<file path="config.mk">
export PLATFORM = sky130hd
export DESIGN_NAME = ddr_ring_controller_flat
export DESIGN_NICKNAME = d
export VERILOG_FILES = /design/src/rtl/ddr_ring_controller_if.sv /design/src/rtl/ddr_ring_controller.sv /design/src/flat_wrapper.sv
export SDC_FILE = /design/constraint.sdc
export NUM_CORES = 1
export LEC_CHECK = 0
export CORE_UTILIZATION = 42
export DETAILED_ROUTE_END_ITERATION = 10
export PLACE_DENSITY = 0.79
export REMOVE_ABC_BUFFERS = 1
export SETUP_SLACK_MARGIN = 0.3
export SLEW_MARGIN = 5
export SYNTH_ARGS = -nofsm -noshare
export SYNTH_HDL_FRONTEND = slang
export SYNTH_SLANG_ARGS = --single-unit
</file>
<file path="constraint.sdc">
create_clock -name clk -period 2.65 [get_ports clk]
set_clock_uncertainty 0.1 [all_clocks]
set_input_delay 0.6625 -clock clk [delete_from_list [all_inputs] [get_ports clk]]
set_output_delay 0.6625 -clock clk [all_outputs]
set_load 0.005 [all_outputs]
</file>
<file path="src/rtl/ddr_ring_controller_if.sv">
// Buffer and memory-port signal bundle for ddr_ring_controller.
// The controller connects through the master modport; buffers and the memory port sit on the slave side.
interface ddr_ring_controller_if #(
    parameter int DATA_W = 32,
    parameter int CNT_W  = 10
);
    logic                  ib_re;
    logic [DATA_W-1:0]     ib_data;
    logic [CNT_W-1:0]      ib_count;
    logic                  ib_valid;
    logic                  ob_we;
    logic [DATA_W-1:0]     ob_data;
    logic [CNT_W-1:0]      ob_count;
    logic                  p0_cmd_full;
    logic                  p0_cmd_en;
    logic [2:0]            p0_cmd_instr;
    logic [29:0]           p0_cmd_byte_addr;
    logic [5:0]            p0_cmd_bl_o;
    logic                  p0_wr_full;
    logic                  p0_wr_en;
    logic [DATA_W-1:0]     p0_wr_data;
    logic [DATA_W/8-1:0]   p0_wr_mask;
    logic                  p0_rd_empty;
    logic                  p0_rd_en_o;
    logic [DATA_W-1:0]     p0_rd_data;

    modport master (
        output ib_re, ob_we, ob_data,
        output p0_cmd_en, p0_cmd_instr, p0_cmd_byte_addr, p0_cmd_bl_o,
        output p0_wr_en, p0_wr_data, p0_wr_mask, p0_rd_en_o,
        input  ib_data, ib_count, ib_valid, ob_count,
        input  p0_cmd_full, p0_wr_full, p0_rd_empty, p0_rd_data
    );

    modport slave (
        input  ib_re, ob_we, ob_data,
        input  p0_cmd_en, p0_cmd_instr, p0_cmd_byte_addr, p0_cmd_bl_o,
        input  p0_wr_en, p0_wr_data, p0_wr_mask, p0_rd_en_o,
        output ib_data, ib_count, ib_valid, ob_count,
        output p0_cmd_full, p0_wr_full, p0_rd_empty, p0_rd_data
    );
endinterface

</file>
<file path="src/rtl/ddr_ring_controller.sv">
// Streams input-buffer words into an SDRAM ring in fixed bursts and drains them back out,
// alternating write and read bursts when both are possible.
module ddr_ring_controller #(
    parameter int DATA_W     = 32,
    parameter int BURST_LEN  = 4,
    parameter int FIFO_DEPTH = 1024,
    parameter int CNT_W      = 10,
    parameter int ADDR_BASE  = 0,
    parameter int RING_BYTES = 2**26
) (
    input  logic        clk,
    input  logic        reset,
    input  logic        writes_en,
    input  logic        reads_en,
    input  logic        calib_done,
    input  logic        flush,
    ddr_ring_controller_if.master bus,
    output logic [29:0] cmd_byte_addr_wr,
    output logic [29:0] cmd_byte_addr_rd,
    output logic [29:0] occupancy,
    output logic        ring_full
);
    localparam int               BURST_BYTES = BURST_LEN * DATA_W / 8;
    localparam logic [29:0]      BB          = 30'(BURST_BYTES);
    localparam logic [29:0]      RING_MASK   = 30'(RING_BYTES - 1);
    localparam logic [29:0]      FULL_TH     = 30'(RING_BYTES - BURST_BYTES);
    localparam logic [29:0]      BASE        = 30'(ADDR_BASE);
    localparam logic [CNT_W-1:0] WR_MIN      = CNT_W'(BURST_LEN);
    localparam logic [CNT_W-1:0] RD_MAX      = CNT_W'(FIFO_DEPTH - 1 - BURST_LEN);
    localparam logic [6:0]       CNT_INIT    = 7'(BURST_LEN);

    typedef enum logic [2:0] {
        IDLE, WR_REQ, WR_DATA, WR_PUSH, WR_CMD, RD_CMD, RD_WAIT, RD_DATA
    } state_t;

    state_t              state_q, state_d;
    logic                wr_mode_p0, rd_mode_p0;
    logic                last_wr_q, last_wr_d;
    logic                flush_pend_q;
    logic [6:0]          cnt_q;
    logic [29:0]         wr_off_q, rd_off_q, occ_q;
    logic                ib_re_q, ob_we_q, cmd_en_q, wr_en_q, rd_en_q;
    logic                ib_re_d, ob_we_d, cmd_en_d, wr_en_d, rd_en_d;
    logic [2:0]          cmd_instr_q;
    logic [29:0]         cmd_addr_q;
    logic [DATA_W-1:0]   wr_data_q, ob_data_q;
    logic                wr_adv, rd_adv, do_flush, cnt_load, cnt_dec, cap_wr, cap_rd;
    logic                wr_elig, rd_elig;

    assign cmd_byte_addr_wr = BASE + wr_off_q;
    assign cmd_byte_addr_rd = BASE + rd_off_q;
    assign occupancy        = occ_q;
    assign ring_full        = (occ_q > FULL_TH);

    assign wr_elig = calib_done && wr_mode_p0 && (bus.ib_count >= WR_MIN) && !ring_full;
    assign rd_elig = calib_done && rd_mode_p0 && (bus.ob_count <= RD_MAX) && (occ_q >= BB);

    assign bus.ib_re            = ib_re_q;
    assign bus.ob_we            = ob_we_q;
    assign bus.ob_data          = ob_data_q;
    assign bus.p0_cmd_en        = cmd_en_q;
    assign bus.p0_cmd_instr     = cmd_instr_q;
    assign bus.p0_cmd_byte_addr = cmd_addr_q;
    assign bus.p0_cmd_bl_o      = 6'(BURST_LEN - 1);
    assign bus.p0_wr_en         = wr_en_q;
    assign bus.p0_wr_data       = wr_data_q;
    assign bus.p0_wr_mask       = '0;
    assign bus.p0_rd_en_o       = rd_en_q;

    always_ff @(posedge clk or negedge reset) begin
        if (!reset) state_q <= IDLE;
        else        state_q <= state_d;
    end

    // Strobes are decided here one cycle ahead and registered below.
    always_comb begin
        state_d   = state_q;
        last_wr_d = last_wr_q;
        ib_re_d   = 1'b0;
        ob_we_d   = 1'b0;
        cmd_en_d  = 1'b0;
        wr_en_d   = 1'b0;
        rd_en_d   = 1'b0;
        wr_adv    = 1'b0;
        rd_adv    = 1'b0;
        do_flush  = 1'b0;
        cnt_load  = 1'b0;
        cnt_dec   = 1'b0;
        cap_wr    = 1'b0;
        cap_rd    = 1'b0;
        case (state_q)
            IDLE: begin
                cnt_load = 1'b1;
                if (flush || flush_pend_q) begin
                    do_flush = 1'b1;
                end else if (wr_elig && (!rd_elig || !last_wr_q)) begin
                    state_d   = WR_REQ;
                    last_wr_d = 1'b1;
                end else if (rd_elig) begin
                    state_d   = RD_CMD;
                    last_wr_d = 1'b0;
                end
            end
            WR_REQ: begin
                ib_re_d = 1'b1;
                state_d = WR_DATA;
            end
            WR_DATA: if (bus.ib_valid) begin
                cap_wr  = 1'b1;
                state_d = WR_PUSH;
            end
            WR_PUSH: if (!bus.p0_wr_full) begin
                wr_en_d = 1'b1;
                cnt_dec = 1'b1;
                state_d = (cnt_q == 7'd1) ? WR_CMD : WR_REQ;
            end
            WR_CMD: if (!bus.p0_cmd_full) begin
                cmd_en_d = 1'b1;
                wr_adv   = 1'b1;
                state_d  = IDLE;
            end
            RD_CMD: if (!bus.p0_cmd_full) begin
                cmd_en_d = 1'b1;
                rd_adv   = 1'b1;
                state_d  = RD_WAIT;
            end
            RD_WAIT: if (!bus.p0_rd_empty) begin
                rd_en_d = 1'b1;
                state_d = RD_DATA;
            end
            RD_DATA: begin
                cap_rd  = 1'b1;
                ob_we_d = 1'b1;
                cnt_dec = 1'b1;
                state_d = (cnt_q == 7'd1) ? IDLE : RD_WAIT;
            end
            default: state_d = IDLE;
        endcase
    end

    always_ff @(posedge clk or negedge reset) begin
        if (!reset) begin
            wr_mode_p0   <= 1'b0;
            rd_mode_p0   <= 1'b0;
            last_wr_q    <= 1'b0;
            flush_pend_q <= 1'b0;
            cnt_q        <= '0;
            wr_off_q     <= '0;
            rd_off_q     <= '0;
            occ_q        <= '0;
            ib_re_q      <= 1'b0;
            ob_we_q      <= 1'b0;
            cmd_en_q     <= 1'b0;
            wr_en_q      <= 1'b0;
            rd_en_q      <= 1'b0;
            cmd_instr_q  <= '0;
            cmd_addr_q   <= '0;
            wr_data_q    <= '0;
            ob_data_q    <= '0;
        end else begin
            wr_mode_p0 <= writes_en;
            rd_mode_p0 <= reads_en;
            last_wr_q  <= last_wr_d;
            ib_re_q    <= ib_re_d;
            ob_we_q    <= ob_we_d;
            cmd_en_q   <= cmd_en_d;
            wr_en_q    <= wr_en_d;
            rd_en_q    <= rd_en_d;
            if (cnt_load)     cnt_q <= CNT_INIT;
            else if (cnt_dec) cnt_q <= cnt_q - 7'd1;
            // A flush seen mid-burst is held until the controller is back in IDLE.
            if (do_flush)   flush_pend_q <= 1'b0;
            else if (flush) flush_pend_q <= 1'b1;
            if (do_flush) begin
                wr_off_q <= '0;
                rd_off_q <= '0;
                occ_q    <= '0;
            end else if (wr_adv) begin
                wr_off_q <= (wr_off_q + BB) & RING_MASK;
                occ_q    <= occ_q + BB;
            end else if (rd_adv) begin
                rd_off_q <= (rd_off_q + BB) & RING_MASK;
                occ_q    <= occ_q - BB;
            end
            if (cmd_en_d) begin
                cmd_instr_q <= wr_adv ? 3'b000 : 3'b001;
                cmd_addr_q  <= wr_adv ? cmd_byte_addr_wr : cmd_byte_addr_rd;
            end
            if (cap_wr) wr_data_q <= bus.ib_data;
            if (cap_rd) ob_data_q <= bus.p0_rd_data;
        end
    end
endmodule

</file>
<file path="src/flat_wrapper.sv">
// flat-port wrapper written by rule: the top's interface ports become plain ports
module ddr_ring_controller_flat 
#(
    parameter int DATA_W     = 32,
    parameter int BURST_LEN  = 4,
    parameter int FIFO_DEPTH = 1024,
    parameter int CNT_W      = 10,
    parameter int ADDR_BASE  = 0,
    parameter int RING_BYTES = 2**26
)
  (clk, reset, writes_en, reads_en, calib_done, flush, cmd_byte_addr_wr, cmd_byte_addr_rd, occupancy, ring_full, bus_ib_re, bus_ob_we, bus_ob_data, bus_p0_cmd_en, bus_p0_cmd_instr, bus_p0_cmd_byte_addr, bus_p0_cmd_bl_o, bus_p0_wr_en, bus_p0_wr_data, bus_p0_wr_mask, bus_p0_rd_en_o, bus_ib_data, bus_ib_count, bus_ib_valid, bus_ob_count, bus_p0_cmd_full, bus_p0_wr_full, bus_p0_rd_empty, bus_p0_rd_data);
  ddr_ring_controller_if #(.DATA_W(DATA_W), .CNT_W(CNT_W)) bus_i ();
  input  logic clk;
  input  logic reset;
  input  logic writes_en;
  input  logic reads_en;
  input  logic calib_done;
  input  logic flush;
  output logic [29:0] cmd_byte_addr_wr;
  output logic [29:0] cmd_byte_addr_rd;
  output logic [29:0] occupancy;
  output logic ring_full;
  output wire logic [$bits(bus_i.ib_re)-1:0] bus_ib_re;
  output wire logic [$bits(bus_i.ob_we)-1:0] bus_ob_we;
  output wire logic [$bits(bus_i.ob_data)-1:0] bus_ob_data;
  output wire logic [$bits(bus_i.p0_cmd_en)-1:0] bus_p0_cmd_en;
  output wire logic [$bits(bus_i.p0_cmd_instr)-1:0] bus_p0_cmd_instr;
  output wire logic [$bits(bus_i.p0_cmd_byte_addr)-1:0] bus_p0_cmd_byte_addr;
  output wire logic [$bits(bus_i.p0_cmd_bl_o)-1:0] bus_p0_cmd_bl_o;
  output wire logic [$bits(bus_i.p0_wr_en)-1:0] bus_p0_wr_en;
  output wire logic [$bits(bus_i.p0_wr_data)-1:0] bus_p0_wr_data;
  output wire logic [$bits(bus_i.p0_wr_mask)-1:0] bus_p0_wr_mask;
  output wire logic [$bits(bus_i.p0_rd_en_o)-1:0] bus_p0_rd_en_o;
  input wire logic [$bits(bus_i.ib_data)-1:0] bus_ib_data;
  input wire logic [$bits(bus_i.ib_count)-1:0] bus_ib_count;
  input wire logic [$bits(bus_i.ib_valid)-1:0] bus_ib_valid;
  input wire logic [$bits(bus_i.ob_count)-1:0] bus_ob_count;
  input wire logic [$bits(bus_i.p0_cmd_full)-1:0] bus_p0_cmd_full;
  input wire logic [$bits(bus_i.p0_wr_full)-1:0] bus_p0_wr_full;
  input wire logic [$bits(bus_i.p0_rd_empty)-1:0] bus_p0_rd_empty;
  input wire logic [$bits(bus_i.p0_rd_data)-1:0] bus_p0_rd_data;
  assign bus_ib_re = bus_i.ib_re;
  assign bus_ob_we = bus_i.ob_we;
  assign bus_ob_data = bus_i.ob_data;
  assign bus_p0_cmd_en = bus_i.p0_cmd_en;
  assign bus_p0_cmd_instr = bus_i.p0_cmd_instr;
  assign bus_p0_cmd_byte_addr = bus_i.p0_cmd_byte_addr;
  assign bus_p0_cmd_bl_o = bus_i.p0_cmd_bl_o;
  assign bus_p0_wr_en = bus_i.p0_wr_en;
  assign bus_p0_wr_data = bus_i.p0_wr_data;
  assign bus_p0_wr_mask = bus_i.p0_wr_mask;
  assign bus_p0_rd_en_o = bus_i.p0_rd_en_o;
  assign bus_i.ib_data = bus_ib_data;
  assign bus_i.ib_count = bus_ib_count;
  assign bus_i.ib_valid = bus_ib_valid;
  assign bus_i.ob_count = bus_ob_count;
  assign bus_i.p0_cmd_full = bus_p0_cmd_full;
  assign bus_i.p0_wr_full = bus_p0_wr_full;
  assign bus_i.p0_rd_empty = bus_p0_rd_empty;
  assign bus_i.p0_rd_data = bus_p0_rd_data;
  ddr_ring_controller #(.DATA_W(DATA_W), .BURST_LEN(BURST_LEN), .FIFO_DEPTH(FIFO_DEPTH), .CNT_W(CNT_W), .ADDR_BASE(ADDR_BASE), .RING_BYTES(RING_BYTES)) u_core (.clk(clk), .reset(reset), .writes_en(writes_en), .reads_en(reads_en), .calib_done(calib_done), .flush(flush), .bus(bus_i), .cmd_byte_addr_wr(cmd_byte_addr_wr), .cmd_byte_addr_rd(cmd_byte_addr_rd), .occupancy(occupancy), .ring_full(ring_full));
endmodule
</file>
* Word-level counts from Yosys, hierarchy flattened
Index checks and enable logic that the tools add are counted. W data, S select, Z words.
Operators by class: reduce and logical (&&, ||, !) cells 23, order comparisons 4, bitwise logic cells 1, add/sub/neg operators 5, equality and inequality tests 16, mux-type cells 43
Operators with widths (count):
- $mux W30 | 9
- $add A26 B5 Y26 const B | 2
- $add A30 B5 Y30 const B | 1
- $ge A30 B5 Y1 const B | 1
- $gt A30 B26 Y1 const B | 1
- $mux W3 | 10
- $sub A30 B5 Y30 const B | 1
- $pmux W3 S8 | 1
- $mux W1 | 20
- $mux W7 | 2
- $ne A2 B2 Y1 const B | 7
- $eq A3 B3 Y1 const B | 4
- $ge A10 B3 Y1 const B | 1
- $le A10 B10 Y1 const B | 1
- $reduce_bool A2 Y1 | 5
- $eq A7 B1 Y1 const B | 1
- $logic_and A1 B1 Y1 | 7
- $reduce_and A7 Y1 | 1
- $sub A7 B1 Y7 const B | 1
- $eq A3 B2 Y1 const B | 2
- $eq A3 B1 Y1 const B | 1
- $logic_not A1 Y1 | 3
- $logic_not A3 Y1 | 1
- $ne A3 B1 Y1 const B | 1
- 7 further kinds | 8
Word-level totals: input bits 94, word-level logic and storage cells 110, output and inout bits 203, register bits after elaboration 206

* Longest topological paths before layout
depth after elaboration 9, gate-level depth with buffers 8, depth with buffers taken out 7

* Least setup slack after synthesis
OpenSTA, ideal clock, no wires.
path kind input to register, from input port bus_p0_cmd_full, to register u_core.occ_q[22] (netlist: u_core.occupancy[22]), arrival time 2682 ps, buffers on the path 2, slack -215 ps, required time 2467 ps, stages 7, setup time 83 ps, cell sequence buf_2 -> or4b_1 -> buf_2 -> or4_1 -> a211oi_2 -> or4b_1 -> o21ai_0
Between the ends: cells in the longest elaborated chain, start to end 4, elaborated cells on any way between the ends 6, classes of those cells 5 x mux; 1 x reduce/logical
Ends and longest elaborated chain:
- from (decl) | RTL line flat_wrapper.sv:38 | input wire logic [$bits(bus_i.p0_cmd_full)-1:0] bus_p0_cmd_full;
- $mux W1 (*) | RTL line ddr_ring_controller.sv:117, ddr_ring_controller.sv:122
- $mux W1 | RTL line ddr_ring_controller.sv:91 | case (state_q)
- $mux W30 | RTL line ddr_ring_controller.sv:178 | end else if (wr_adv) begin
- $mux W30 | RTL line ddr_ring_controller.sv:174 | if (do_flush) begin
- to (signal assigned) | RTL line ddr_ring_controller.sv:180 | occ_q <= occ_q + BB;
- to (signal assigned) | RTL line ddr_ring_controller.sv:183 | occ_q <= occ_q - BB;
- to (decl) | RTL line ddr_ring_controller.sv:41 | logic [29:0] wr_off_q, rd_off_q, occ_q;
Mark *: on every way between the ends. The rest lies on a longest branch, timed or not. A chain may end at the register's enable or synchronous reset.

* Worst setup path after layout
from register u_core.occ_q[6] (netlist: u_core.occupancy[6]), to register u_core.occ_q[27] (netlist: u_core.occupancy[27])
Between the ends: cells in the longest elaborated chain, start to end 4, elaborated cells on any way between the ends 5, classes of those cells 2 x add/sub; 3 x mux
Ends and longest elaborated chain:
- $sub A30 B5 Y30 | RTL line ddr_ring_controller.sv:183
- $mux W30 | RTL line ddr_ring_controller.sv:181 | end else if (rd_adv) begin
- $mux W30 (*) | RTL line ddr_ring_controller.sv:178
- $mux W30 (*) | RTL line ddr_ring_controller.sv:174
Mark *: on every way between the ends. The rest lies on a longest branch, timed or not. The select of a mux whose other input is x is not followed.

==> results.ini <==
[sta]
maxSlewViolCount = 0
max_freq_ghz = 0.397
setup_violations = 0
maxSlewHeadroom_pct = 64.3
hold_viol_final = 0
worst_slew_pin_slew_ps = 531
min_period_over_period_pct = 95.1
setup_ws_ps = 131
rsz0062_at_grt = yes
setup_tns_ps = 0
min_period_ps = 2520

[final_layout]
design_area_um2 = 12900
final-seq-area_um2 = 4410
nFillCells = 1639
final_cells = 1457
syn_to_final_growth_pct = 46.4
multi_input_area_um2 = 4240
fin_util_pct = 63.1
drive_gt1_share_pct = 20.0
fin_nets = 1274

[synth]
yosys.cell_types.count = 62
ys_ff_latch = 176
synthesis.area_um2 = 8810
synth-edff-count = 0
ys_warn_count = 0
async_flop_share_pct = 100
synth_ff_type = dfrtp_1
syn_inst = 863
ys_seq_area_share_pct = 50.0
avgSynthCellArea_um2 = 10.2

[global_route]
grt_usage_pct = 23.7
grt.overflow.total = 0
antenna_found_initial = 1
grt_max_degree = 54
first_global_vias = 7793
grt_pass1_wl_um = 40600

[placed_design]
port_buffers = 252
dp_hpwl_um = 18200
place_ws_ps = -603
dp_cells = 1408
gp_congestion = 0.937
placed_area_um2 = 11900

[worst_setup_path]
rr_worst_depth = 5
setup.worst_path.start_class = flip-flop
cp-endpoint = u_core.occupancy[27]
worst-path-buf-inv = 0
path_max_fanout = 4
arrival_ps = 2780
critPathTopFamily = simple AND/OR/NAND/NOR gates
crit_required_ps = 2910
worst-setup-path-type = flip-flop to flip-flop
r2r_setup_slack_ps = 130
critical_path_depth = 5
crit_path_start = u_core.occupancy[6]
rr_endpoint = u_core.occupancy[27]
cp_common_cell = or4_4
end_kind = flip-flop
slowest_delay_ps = 570
crit_chain = or4_4 > or4_4 > or3_4 > a221oi_2 > mux2i_1
r2r_start = u_core.occupancy[6]
cpMaxStageDelayCell = or4_4

[detailed_routing]
wl_um = 26200
detail_route.vias_per_cell = 5.49
first_pass_iters = 5
drc = 0
ant_nets = 0
drt_iter0_markers = 526
route.vias.total = 7996
wl_per_cell_um = 18.0

[clock_network]
cts_sinks = 176
htree_levels = 4
clockBufferDepth = 2
cts.reportedPaths.clkPinSlew_ps = 70
root_buffer = clkbuf_16
cts_inserted_buffers = 17
cts_tree = done
worst_skew_pair.late_latency_ps = 430

[worst_hold_path]
hold_class = primary input to asynchronous set/reset pin

[flow_run]
max_cap_violations = 0

[pwr]
p_per_area_nw_per_um2 = 995
power.leakage_nw = 5.44
vdd.ir_drop.worst_v = 0.000536

[die]
die_w_um = 147
core_um2 = 20400
start_util_pct = 43.1
fp.dieArea_um2 = 21600
rows = 52
die_height_um = 147
top_level_ports = 297

[outcome]
outcome = completed

## cell families after synthesis
kind of cell               after synthesis  share of synthesized area [%]
buffers and inverters                  103                           6.25
adders and majority gates                7                          0.994
AOI/OAI and AO/OA                      137                           9.85
muxes                                   76                           9.54
and+or+nand+nor                        322                           19.3
DFF                                    176                           50.0
other                                    2                         0.0852
xor gates and xnor gates                40                           3.98
## power by group
group	switching, mW	internal (mW)
logic	2.71	3.43
registers	0.620	3.59
clock network	1.21	1.28
## sequential cells by signal, indices dropped and copies added, names as in the netlist, 3 cells and up
register / flops
u_core.occupancy: 26
u_core.bus.p0_wr_data: 32
u_core.bus.ob_data: 32
u_core.bus.p0_cmd_byte_addr: 22
u_core.state_q: 3
u_core.cnt_q: 7
u_core.wr_off_q: 22
u_core.rd_off_q: 22
## per-stage QoR
step	hold WS (ps)	total power [mW]
CTS	62.7	12.7
finish	52.3	12.8
global placement	361	9.75
global route	72.5	13.6
floorplan	267	6.65
detailed placement	369	9.90
## layout by cell type (no fill, tap or decap), drive strengths merged, types with 11 or more instances in the layout
master / netlist / routed
dfrtp: 176 / 176
a21oi: 33 / 33
buf: 50 / 91
clkdlybuf4s50: 0 / 249
nand2: 71 / 71
and3: 14 / 14
o21ai: 40 / 40
xnor2: 22 / 22
nand4: 13 / 13
o22ai: 11 / 11
nor3: 22 / 22
or3: 16 / 16
inv: 14 / 23
nor2: 71 / 71
mux2i: 12 / 12
conb: 2 / 40
xor2: 18 / 18
or4: 22 / 22
clkbuf: 37 / 19
nand3: 28 / 28
mux2: 64 / 64
nor4: 19 / 19
## worst min-delay path by stage
| stage | start | to | slack (ps) |
|---|---|---|---|
| 4_1_cts | reset | u_core.wr_off_q[14] | 60 |
| 6_report | reset | u_core.wr_off_q[14] | 50 |
| 3_5_place_dp | u_core.bus.p0_cmd_instr[0] | u_core.bus.p0_cmd_instr[0] | 370 |
| 2_1_floorplan | reset | u_core.bus.ib_re | 270 |
| 3_3_place_gp | u_core.bus.p0_cmd_byte_addr[25] | u_core.bus.p0_cmd_byte_addr[25] | 360 |
| 5_1_grt | reset | u_core.wr_off_q[14] | 70 |
## synth_stat cells (6+ instances only)
| master | number | area, um^2 |
|---|---|---|
| o22ai_1 | 11 | 68.8 |
| dfrtp_1 | 176 | 4400 |
| a31oi_1 | 6 | 37.5 |
| nor2_1 | 71 | 267 |
| ha_1 | 7 | 87.6 |
| or4_1 | 21 | 158 |
| o21ai_0 | 40 | 200 |
| nand4_1 | 13 | 81.3 |
| nand2_1 | 71 | 267 |
| and4_1 | 9 | 78.8 |
| mux2i_1 | 12 | 120 |
| clkbuf_1 | 37 | 139 |
| a211oi_1 | 6 | 45.0 |
| o31ai_1 | 10 | 75.1 |
| xnor2_1 | 22 | 193 |
| a21oi_1 | 33 | 165 |
| inv_1 | 14 | 52.6 |
| and3_1 | 14 | 87.6 |
| xor2_1 | 18 | 158 |
| nand3_1 | 28 | 140 |
| nor4_1 | 17 | 106 |
| nand2b_1 | 6 | 37.5 |
| and2_1 | 6 | 37.5 |
| nor4b_1 | 6 | 52.6 |
| buf_4 | 40 | 300 |
| nor3_1 | 22 | 110 |
| or3_1 | 15 | 93.8 |
| mux2_2 | 64 | 721 |
## cell type report
| cell class | count | area share [%] |
|---|---|---|
| tap | 270 | 2.62 |
| clock inverter | 13 | 1.06 |
| multi-input combinational | 622 | 32.9 |
| sequential | 176 | 34.2 |
| clock buffer | 19 | 3.43 |
| inverter | 16 | 0.466 |
| antenna | 1 | 0.0194 |
| timing repair buffer | 340 | 25.4 |
## worst register-to-register path: cells and delay by family (launching register included)
kind	cells	cell delay, ps
mux	1	210
flops	1	380
simple gates	3	1480
compound gates	1	290
## metal layers
layer / GRT usage [%] / vias to the layer above / wire length (um)
met5: 0 / - / 0
met1: 29.9 / 3934 / 10900
met2: 40.4 / 369 / 13000
li1: - / 3647 / -
met4: 9.58 / 0 / 640
met3: 4.19 / 46 / 1580
## what timing repair did
action	4_1_cts	5_1_grt
hold buffers	0	0
setup buffers	10	6
pin swaps	20	15
endpoints found under the hold margin	0	0
resized for setup	39	31
setup endpoints to repair	39	35
Power figures use the tool's default switching activity.
